--- config.mk ---
export PLATFORM = sky130hd
export DESIGN_NAME = timer_share_ctrl_flat
export DESIGN_NICKNAME = d
export VERILOG_FILES = /design/src/rtl/timer_share_pkg.sv /design/src/rtl/timer_share_ctrl_if.sv /design/src/rtl/ld_dn_counter.sv /design/src/rtl/timer_share_ctrl.sv /design/src/flat_wrapper.sv
export SDC_FILE = /design/constraint.sdc
export NUM_CORES = 1
export LEC_CHECK = 0
export ABC_CLOCK_PERIOD_IN_PS = 3130
export CORE_MARGIN = 2
export CORE_UTILIZATION = 44
export CTS_CLUSTER_DIAMETER = 150
export DETAILED_ROUTE_END_ITERATION = 7
export PLACE_DENSITY = 0.84
export SYNTH_ARGS = -nofsm -noshare
export SYNTH_HDL_FRONTEND = slang
export SYNTH_HIERARCHICAL = 1
export SYNTH_SLANG_ARGS = --single-unit
--- constraint.sdc ---
create_clock -name clk -period 3.13 [get_ports clk]
set_input_delay 0.939 -clock clk [delete_from_list [all_inputs] [get_ports clk]]
set_output_delay 0.939 -clock clk [all_outputs]
set_load 0.01 [all_outputs]
--- src/rtl/timer_share_pkg.sv ---
// timer_share_pkg: shared FSM state type and default sizes for the timer share controller
package timer_share_pkg;
  typedef enum logic [1:0] {IDLE, RUN, DONE} state_t;
  localparam int DEF_NREQ = 4;
  localparam int DEF_W = 8;
endpackage

--- src/rtl/timer_share_ctrl_if.sv ---
// timer_share_ctrl_if: request/grant bundle between client blocks and the shared timer controller
interface timer_share_ctrl_if import timer_share_pkg::*; #(
  parameter int NREQ = DEF_NREQ,
  parameter int W = DEF_W
);
  logic [NREQ-1:0] req;
  logic [NREQ*W-1:0] len;
  logic abort;
  logic [NREQ-1:0] gnt;
  logic busy;
  logic [NREQ-1:0] done;
  logic [W-1:0] count_out;
  modport master(output req, len, abort, input gnt, busy, done, count_out);
  modport slave(input req, len, abort, output gnt, busy, done, count_out);
endinterface

--- src/rtl/ld_dn_counter.sv ---
// ld_dn_counter: loadable down-counter that stops at zero; load wins over enable
module ld_dn_counter import timer_share_pkg::*; #(
  parameter int W = DEF_W
) (
  input  logic clk,
  input  logic rstn,
  input  logic load,
  input  logic [W-1:0] load_val,
  input  logic en,
  output logic [W-1:0] count_out,
  output logic zero
);
  logic [W-1:0] count_q, count_d;
  assign zero = count_q == '0;
  assign count_out = count_q;
  // next count: load, else decrement unless already at zero
  always_comb count_d = load ? load_val : (en && !zero) ? count_q - 1'b1 : count_q;
  // counter register, all ones out of reset
  always_ff @(posedge clk or negedge rstn)
    if (!rstn) count_q <= '1;
    else count_q <= count_d;
endmodule

--- src/rtl/timer_share_ctrl.sv ---
// timer_share_ctrl: round-robin arbiter sharing one down-counter among NREQ requesters
module timer_share_ctrl import timer_share_pkg::*; #(
  parameter int NREQ = DEF_NREQ,
  parameter int W = DEF_W
) (
  input logic clk,
  input logic rstn,
  timer_share_ctrl_if.slave bus
);
  localparam int PW = (NREQ > 1) ? $clog2(NREQ) : 1;
  state_t state_q, state_d;
  logic [PW-1:0] ptr_q, ptr_d, owner_q, owner_d, win, nxt;
  logic [NREQ-1:0] gnt_q, gnt_d, done_q, done_d;
  logic found, load, en, zero;
  logic [W-1:0] cnt;
  assign nxt = (owner_q == PW'(NREQ - 1)) ? '0 : owner_q + 1'b1;
  assign bus.gnt = gnt_q;
  assign bus.done = done_q;
  assign bus.busy = state_q != IDLE;
  assign bus.count_out = cnt;
  ld_dn_counter #(.W(W)) u_cnt (
    .clk(clk),
    .rstn(rstn),
    .load(load),
    .load_val(bus.len[int'(win)*W +: W]),
    .en(en),
    .count_out(cnt),
    .zero(zero)
  );
  // first requester at or after ptr, wrapping; lowest offset wins
  always_comb begin : rr_search
    int idx;
    found = 1'b0;
    win = ptr_q;
    idx = 0;
    for (int i = NREQ - 1; i >= 0; i--) begin
      idx = int'(ptr_q) + i;
      if (idx >= NREQ) idx -= NREQ;
      if (bus.req[idx]) begin
        found = 1'b1;
        win = PW'(idx);
      end
    end
  end
  // grant, count down, pulse done, then advance priority past the owner
  always_comb begin
    state_d = state_q;
    ptr_d = ptr_q;
    owner_d = owner_q;
    gnt_d = gnt_q;
    done_d = '0;
    load = 1'b0;
    en = 1'b0;
    if (state_q == IDLE && found) begin
      state_d = RUN;
      owner_d = win;
      gnt_d = NREQ'(1) << win;
      load = 1'b1;
    end else if (state_q == RUN) begin
      if (bus.abort) begin
        state_d = IDLE;
        gnt_d = '0;
        ptr_d = nxt;
      end else if (zero) begin
        state_d = DONE;
        done_d = gnt_q;
      end else en = 1'b1;
    end else if (state_q == DONE) begin
      state_d = IDLE;
      gnt_d = '0;
      ptr_d = nxt;
    end
  end
  // controller state registers
  always_ff @(posedge clk or negedge rstn)
    if (!rstn) begin
      state_q <= IDLE;
      ptr_q <= '0;
      owner_q <= '0;
      gnt_q <= '0;
      done_q <= '0;
    end else begin
      state_q <= state_d;
      ptr_q <= ptr_d;
      owner_q <= owner_d;
      gnt_q <= gnt_d;
      done_q <= done_d;
    end
endmodule

--- src/flat_wrapper.sv ---
// flat-port wrapper written by rule: the top's interface ports become plain ports
module timer_share_ctrl_flat import timer_share_pkg::*;
#(
  parameter int NREQ = DEF_NREQ,
  parameter int W = DEF_W
)
  (clk, rstn, bus_req, bus_len, bus_abort, bus_gnt, bus_busy, bus_done, bus_count_out);
  timer_share_ctrl_if #(.NREQ(NREQ), .W(W)) bus_i ();
  input logic clk;
  input logic rstn;
  input wire logic [$bits(bus_i.req)-1:0] bus_req;
  input wire logic [$bits(bus_i.len)-1:0] bus_len;
  input wire logic [$bits(bus_i.abort)-1:0] bus_abort;
  output wire logic [$bits(bus_i.gnt)-1:0] bus_gnt;
  output wire logic [$bits(bus_i.busy)-1:0] bus_busy;
  output wire logic [$bits(bus_i.done)-1:0] bus_done;
  output wire logic [$bits(bus_i.count_out)-1:0] bus_count_out;
  assign bus_i.req = bus_req;
  assign bus_i.len = bus_len;
  assign bus_i.abort = bus_abort;
  assign bus_gnt = bus_i.gnt;
  assign bus_busy = bus_i.busy;
  assign bus_done = bus_i.done;
  assign bus_count_out = bus_i.count_out;
  timer_share_ctrl #(.NREQ(NREQ), .W(W)) u_core (.clk(clk), .rstn(rstn), .bus(bus_i));
endmodule
---- After elaboration in Yosys (flattened, before gate mapping) ----
Cells that the tools add are included.
word-level totals
  input bits .............................. 39
  flip-flop bits (word level) ............. 22
operators by class
  bitwise logic cells ..................... 1
  reductions and logical operators ........ 12
  $lt $le $gt $ge ......................... 8
  muxes and demuxes ....................... 48
  equality and inequality tests ........... 6
  add/subtract/negate cells ............... 9
  shift operators ......................... 2
operators with widths
  operator                                                                               count
  32-bit by 4-bit < comparator with 1-bit output (second input constant)                 4
  32-bit two-way mux                                                                     4
  32-bit by 4-bit greater-or-equal comparator with 1-bit output (second input constant)  3
  32-bit by 4-bit subtractor with 32-bit output (second input constant)                  3
  4-bit two-way mux                                                                      8
  32-bit by 6-bit indexed part select with 8-bit output                                  1
  2-bit two-way mux                                                                      13
  1-bit two-way mux                                                                      17
  8-bit two-way mux                                                                      2
  1-bit binary-select mux with 2-bit select                                              4
  8-bit logical NOT                                                                      1
  8-bit by 1-bit subtractor with 8-bit output (second input constant)                    1
  2-bit by 2-bit adder with 3-bit output (second input constant)                         2
  2-bit nonzero test                                                                     3
  2-bit equality test (second input constant)                                            2
  4-bit by 3-bit inequality test with 1-bit output (second input constant)               1
  2-bit AND reduction                                                                    2
  1-bit by 2-bit left shift with 4-bit output (first input constant)                     1
  2-bit by 3-bit subtractor with 4-bit output (second input constant)                    1
  2-bit by 1-bit adder with 3-bit output (second input constant)                         1
  2-bit by 3-bit greater-or-equal comparator with 1-bit output (second input constant)   1
  3-bit by 2-bit inequality test with 1-bit output (second input constant)               1
  3-bit AND reduction                                                                    1
  3-bit nonzero test                                                                     1
  other kinds (7)                                                                        8

---- Depth between registers and ports, before layout ----
  depth after elaboration ................. 15
  mapped depth ............................ 8

---- Hierarchy ----
Netlist, hierarchy kept.
by module, submodules not included
  module            seq. area each (um^2)  cells an instance  area an instance (um^2)  instances
  timer_share_ctrl  350.3                  97                 988.4                    1
  ld_dn_counter     210.2                  58                 538.0                    1

---- Worst setup path before layout ----
OpenSTA, ideal clock, no wires.
  path kind ............................... input to register
  from .................................... input port bus_req[1]
  to ...................................... register u_core.u_cnt.count_q[3], in the netlist u_core/u_cnt/count_out[3]
  path buffers ............................ 0
  stages .................................. 6
  path slack .............................. 0.001 ns
  library setup time ...................... 0.085 ns
  data arrival time ....................... 3.044 ns
  cells stage by stage .................... o41ai_2 > inv_1 > nor3_1 > or3b_1 > or4_1 > o221ai_1
RTL lines
  item                                                     line                    source
  from (decl)                                              flat_wrapper.sv:11      input wire logic [$bits(bus_i.req)-1:0] bus_req;
  1-bit binary-select mux with 2-bit select                timer_share_ctrl.sv:39  if (bus.req[idx]) begin
  1-bit two-way mux (not written as such) (2 in series)    timer_share_ctrl.sv:39
  1-bit two-way mux (3 in series)                          timer_share_ctrl.sv:39
  1-bit two-way mux *                                      timer_share_ctrl.sv:39
  1-bit logical AND *                                      timer_share_ctrl.sv:54  if (state_q == IDLE && found) begin
  1-bit two-way mux *                                      timer_share_ctrl.sv:54
  net u_core.load                                          timer_share_ctrl.sv:14  logic found, load, en, zero;
  8-bit two-way mux or 2-bit nonzero test (tied branches)  --
  to (signal assigned)                                     ld_dn_counter.sv:21     else count_q <= count_d;
  to (decl)                                                ld_dn_counter.sv:13     logic [W-1:0] count_q, count_d;
The timed path passes the listed nets; every way through them passes the cells marked *. The select of a mux whose other input is x is not followed.
A chain may end at the register's enable or synchronous reset.

---- Final worst setup path ----
Ends and elaborated chain as after synthesis.

==> summary.md <==
| Metric | Value |
|---|---|
| YS warnings | 6 |
| Die Ht | 62.90 um |
| Max Transition Viols Final | 0 |
| DRC errors left | 0 |
| TritonRoute pass-1 iters | 4 |
| Slowest cell delay on critical path | 0.44 ns |
| Peak supply drop | 0.5028 mV |
| CTS Hold Bufs | 0 |
| WP data arrival | 3.21 ns |
| Port Buffer Count | 55 |
| Setup CP Type | primary input to register |
| Final Wtd Congestion | 0.8878 |
| Antenna cell count | 0 |
| Full die area | 0.003956 mm2 |
| # clock sinks | 22 |
| Root Driver | clkbuf_4 |
| Ports | 56 |
| Initial antenna violation count | 0 |
| Most frequent cells in the layout | 55 x clkdlybuf4s50_1, 25 x mux2i_1, 14 x dfrtp_1 |
| Crit-path leading delay family | simple AND/OR/NAND/NOR gates |
| # resized after CTS | 0 |
| Critical-path top delay cell | clkdlybuf4s50_1 |
| Leak Pwr | 0.9757 nW |
| DP Worst Slack | -0.1336 ns |
| Critical Path RT | 3.37 ns |
| Vias per cell | 5.617 |
| Max Fclk | 0.3372 GHz |
| GRT Overall Usage | 0.2093 |
| Final setup margin | 0.1648 ns |
| Max clock buf depth | 2 |
| Area Growth Syn to Fin | 49.92% |
| Fin. Hold Viols | 0 |
| Clock Latency Late Sink | 0.32 ns |
| Post-CTS Setup Inserts | 0 |
| Worst relative slew slack | 0.4880 |
| Register bit total from synthesis | 22 |
| Overflow after GRT | 0 |
| Power density cells | 825.6 mW/mm2 |
| Area of the mapped netlist | 0.001526 mm2 |
| Crit path capture type | register |
| Worst Skew | 0.009609 ns |
| Startpoint types | primary input |
| Crit path cell chain | clkdlybuf4s50_1, o41ai_2, inv_1, nor3_1, or3b_1, or4_1, o221ai_1 |
| Yosys cell types | 44 |
| TritonCTS clock tree | done |
| Initial core utilization | 0.4574 |
| Fin nets | 269 |
| TritonCTS Buffers | 3 |
| Rows | 21 |
| Post-route ant nets | 0 |
| Endpoints failing setup | 0 |
| Post-DP Area | 0.002236 mm2 |
| RSZ-0062 raised after global routing | false |
| Final Cycle Share | 0.9473 |
| Drt initial violations | 85 |
| Syn Inst Count | 155 |
| Post-route cell area | 0.002288 mm2 |
| Most common cell after layout, fill and taps aside | clkdlybuf4s50_1 |
| WP buf/inv | 2 |
| Htree depth | 1 |
| Largest net degree at the start of global routing | 23 |
| Vias in the first global route | 1459 |
| Final wirelength | 4.000 mm |
| Wire length per cell | 14.87 um |
| Clock transition at path regs | 0.14 ns |
| Sequential share of the synthesized area | 0.3672 |
| Vias after detailed routing | 1511 |
| Max Cap Viol | 0 |
| HP Class | register to register |
| Layout cell share with drive strength beyond 1 | 0.1435 |
| Worst Tran Pin Value | 0.7611 ns |
| Area of the core | 0.003337 mm2 |
| HPWL Detailed | 3.160 mm |
| Status | finished clean |
| Die W | 62.90 um |
| CP Max Fanout | 4 |
| Net Count, Synth | 200 |
| First-pass GRT wire length | 6.693 mm |
| Minimum clock period | 2.965 ns |
| Avg Synthesized Cell Area | 9.848 um2 |
[metrics by stage]
step	util	hold slack, ns	setup TNS, ns	power (mW)	std cells
global route	0.6858	0.5541	0	2.021	269
CTS	0.6858	0.5307	0	1.885	269
detailed placement	0.6700	0.4927	-0.2711	1.657	265
global placement	0.6700	0.4761	-0.08785	1.601	265
finish	0.6858	0.5246	0	1.889	269
floorplan	-	0.4526	0	1.191	155
[layer usage]
layer / routed length (um) / up-vias / global-route usage / share of wire
met5: 0 / - / 0 / 0
met4: 34 / 0 / 0.07500 / 0.0085
met3: 268 / 4 / 0.01802 / 0.067
met2: 2014 / 72 / 0.3697 / 0.50
met1: 1683 / 714 / 0.2651 / 0.42
li1: - / 721 / - / -
[flip-flops by register name, indices dropped and copies added (netlist names)]
name	count
u_core/state_q	2
u_core/ptr_q	2
u_core/bus.done	4
u_core/u_cnt/count_out	8
u_core/bus.gnt	4
u_core/owner_q	2
[cell families after synthesis]
group,after synthesis,share of synthesized area
flip-flops,22,0.3672
buffers and inverters,13,0.03853
AND/OR/NAND/NOR,52,0.1902
multiplexers,26,0.1713
adder cells (fa/ha/maj),6,0.04918
AO/OA/AOI/OAI,36,0.1836
[Yosys cell counts, drive strengths merged]
cell / instances / area share
nor4: 1 / 0.0041
clkbuf: 2 / 0.0049
nor2: 10 / 0.030
mux2i: 25 / 0.16
a211o: 2 / 0.012
or3b: 2 / 0.011
nor2b: 3 / 0.012
inv: 7 / 0.017
dfrtp: 14 / 0.23
o211ai: 1 / 0.0049
o31ai: 4 / 0.020
mux2: 1 / 0.0074
a221o: 2 / 0.013
dfstp: 8 / 0.14
o41ai: 2 / 0.016
nand3: 6 / 0.020
o21bai: 1 / 0.0049
o311a: 1 / 0.0066
nand2b: 3 / 0.012
nor3b: 5 / 0.025
a31oi: 2 / 0.0082
o21ai: 9 / 0.030
a2111oi: 1 / 0.018
nand4: 2 / 0.0082
a2bb2oi: 1 / 0.0057
buf: 3 / 0.014
nor3: 4 / 0.013
or4: 3 / 0.015
o211a: 1 / 0.0066
o221ai: 1 / 0.0057
o22ai: 1 / 0.0041
a21oi: 5 / 0.016
or3: 1 / 0.0041
nand2: 8 / 0.020
a221oi: 1 / 0.0057
and2: 4 / 0.016
ha: 6 / 0.049
clkinv: 1 / 0.0025
o2111ai: 1 / 0.0057
[area by class of cell]
type                       instances  area (um2)
fill                             268        1049
multi-input combinational        120       907.1
timing repair buffer              69       680.7
sequential                        22       560.5
tap                               46       57.56
clock inverter                     1       30.03
inverter                           8       30.03
clock buffer                       3       22.52
[where the power goes]
part / switching [mW] / internal (mW)
clock network: 0.0972 / 0.130
registers: 0.129 / 0.436
logic: 0.528 / 0.570
total: 0.754 / 1.14
[worst paths after layout]
check	from	end	slack (ns)	depth (start not counted)
max in group asynchronous	rstn	u_core/u_cnt/count_out[2]	1.91	2
max	bus_req[1]	u_core/u_cnt/count_out[3]	0.16	7
min reg2reg	u_core/bus.gnt[2]	u_core/bus.done[2]	0.52	1
min	u_core/bus.gnt[2]	u_core/bus.done[2]	0.52	1
min in group asynchronous	rstn	u_core/bus.done[1]	0.94	2
max reg2reg	u_core/u_cnt/count_out[0]	u_core/u_cnt/count_out[3]	0.49	8
Note: power is estimated with default switching activity, not from simulation.
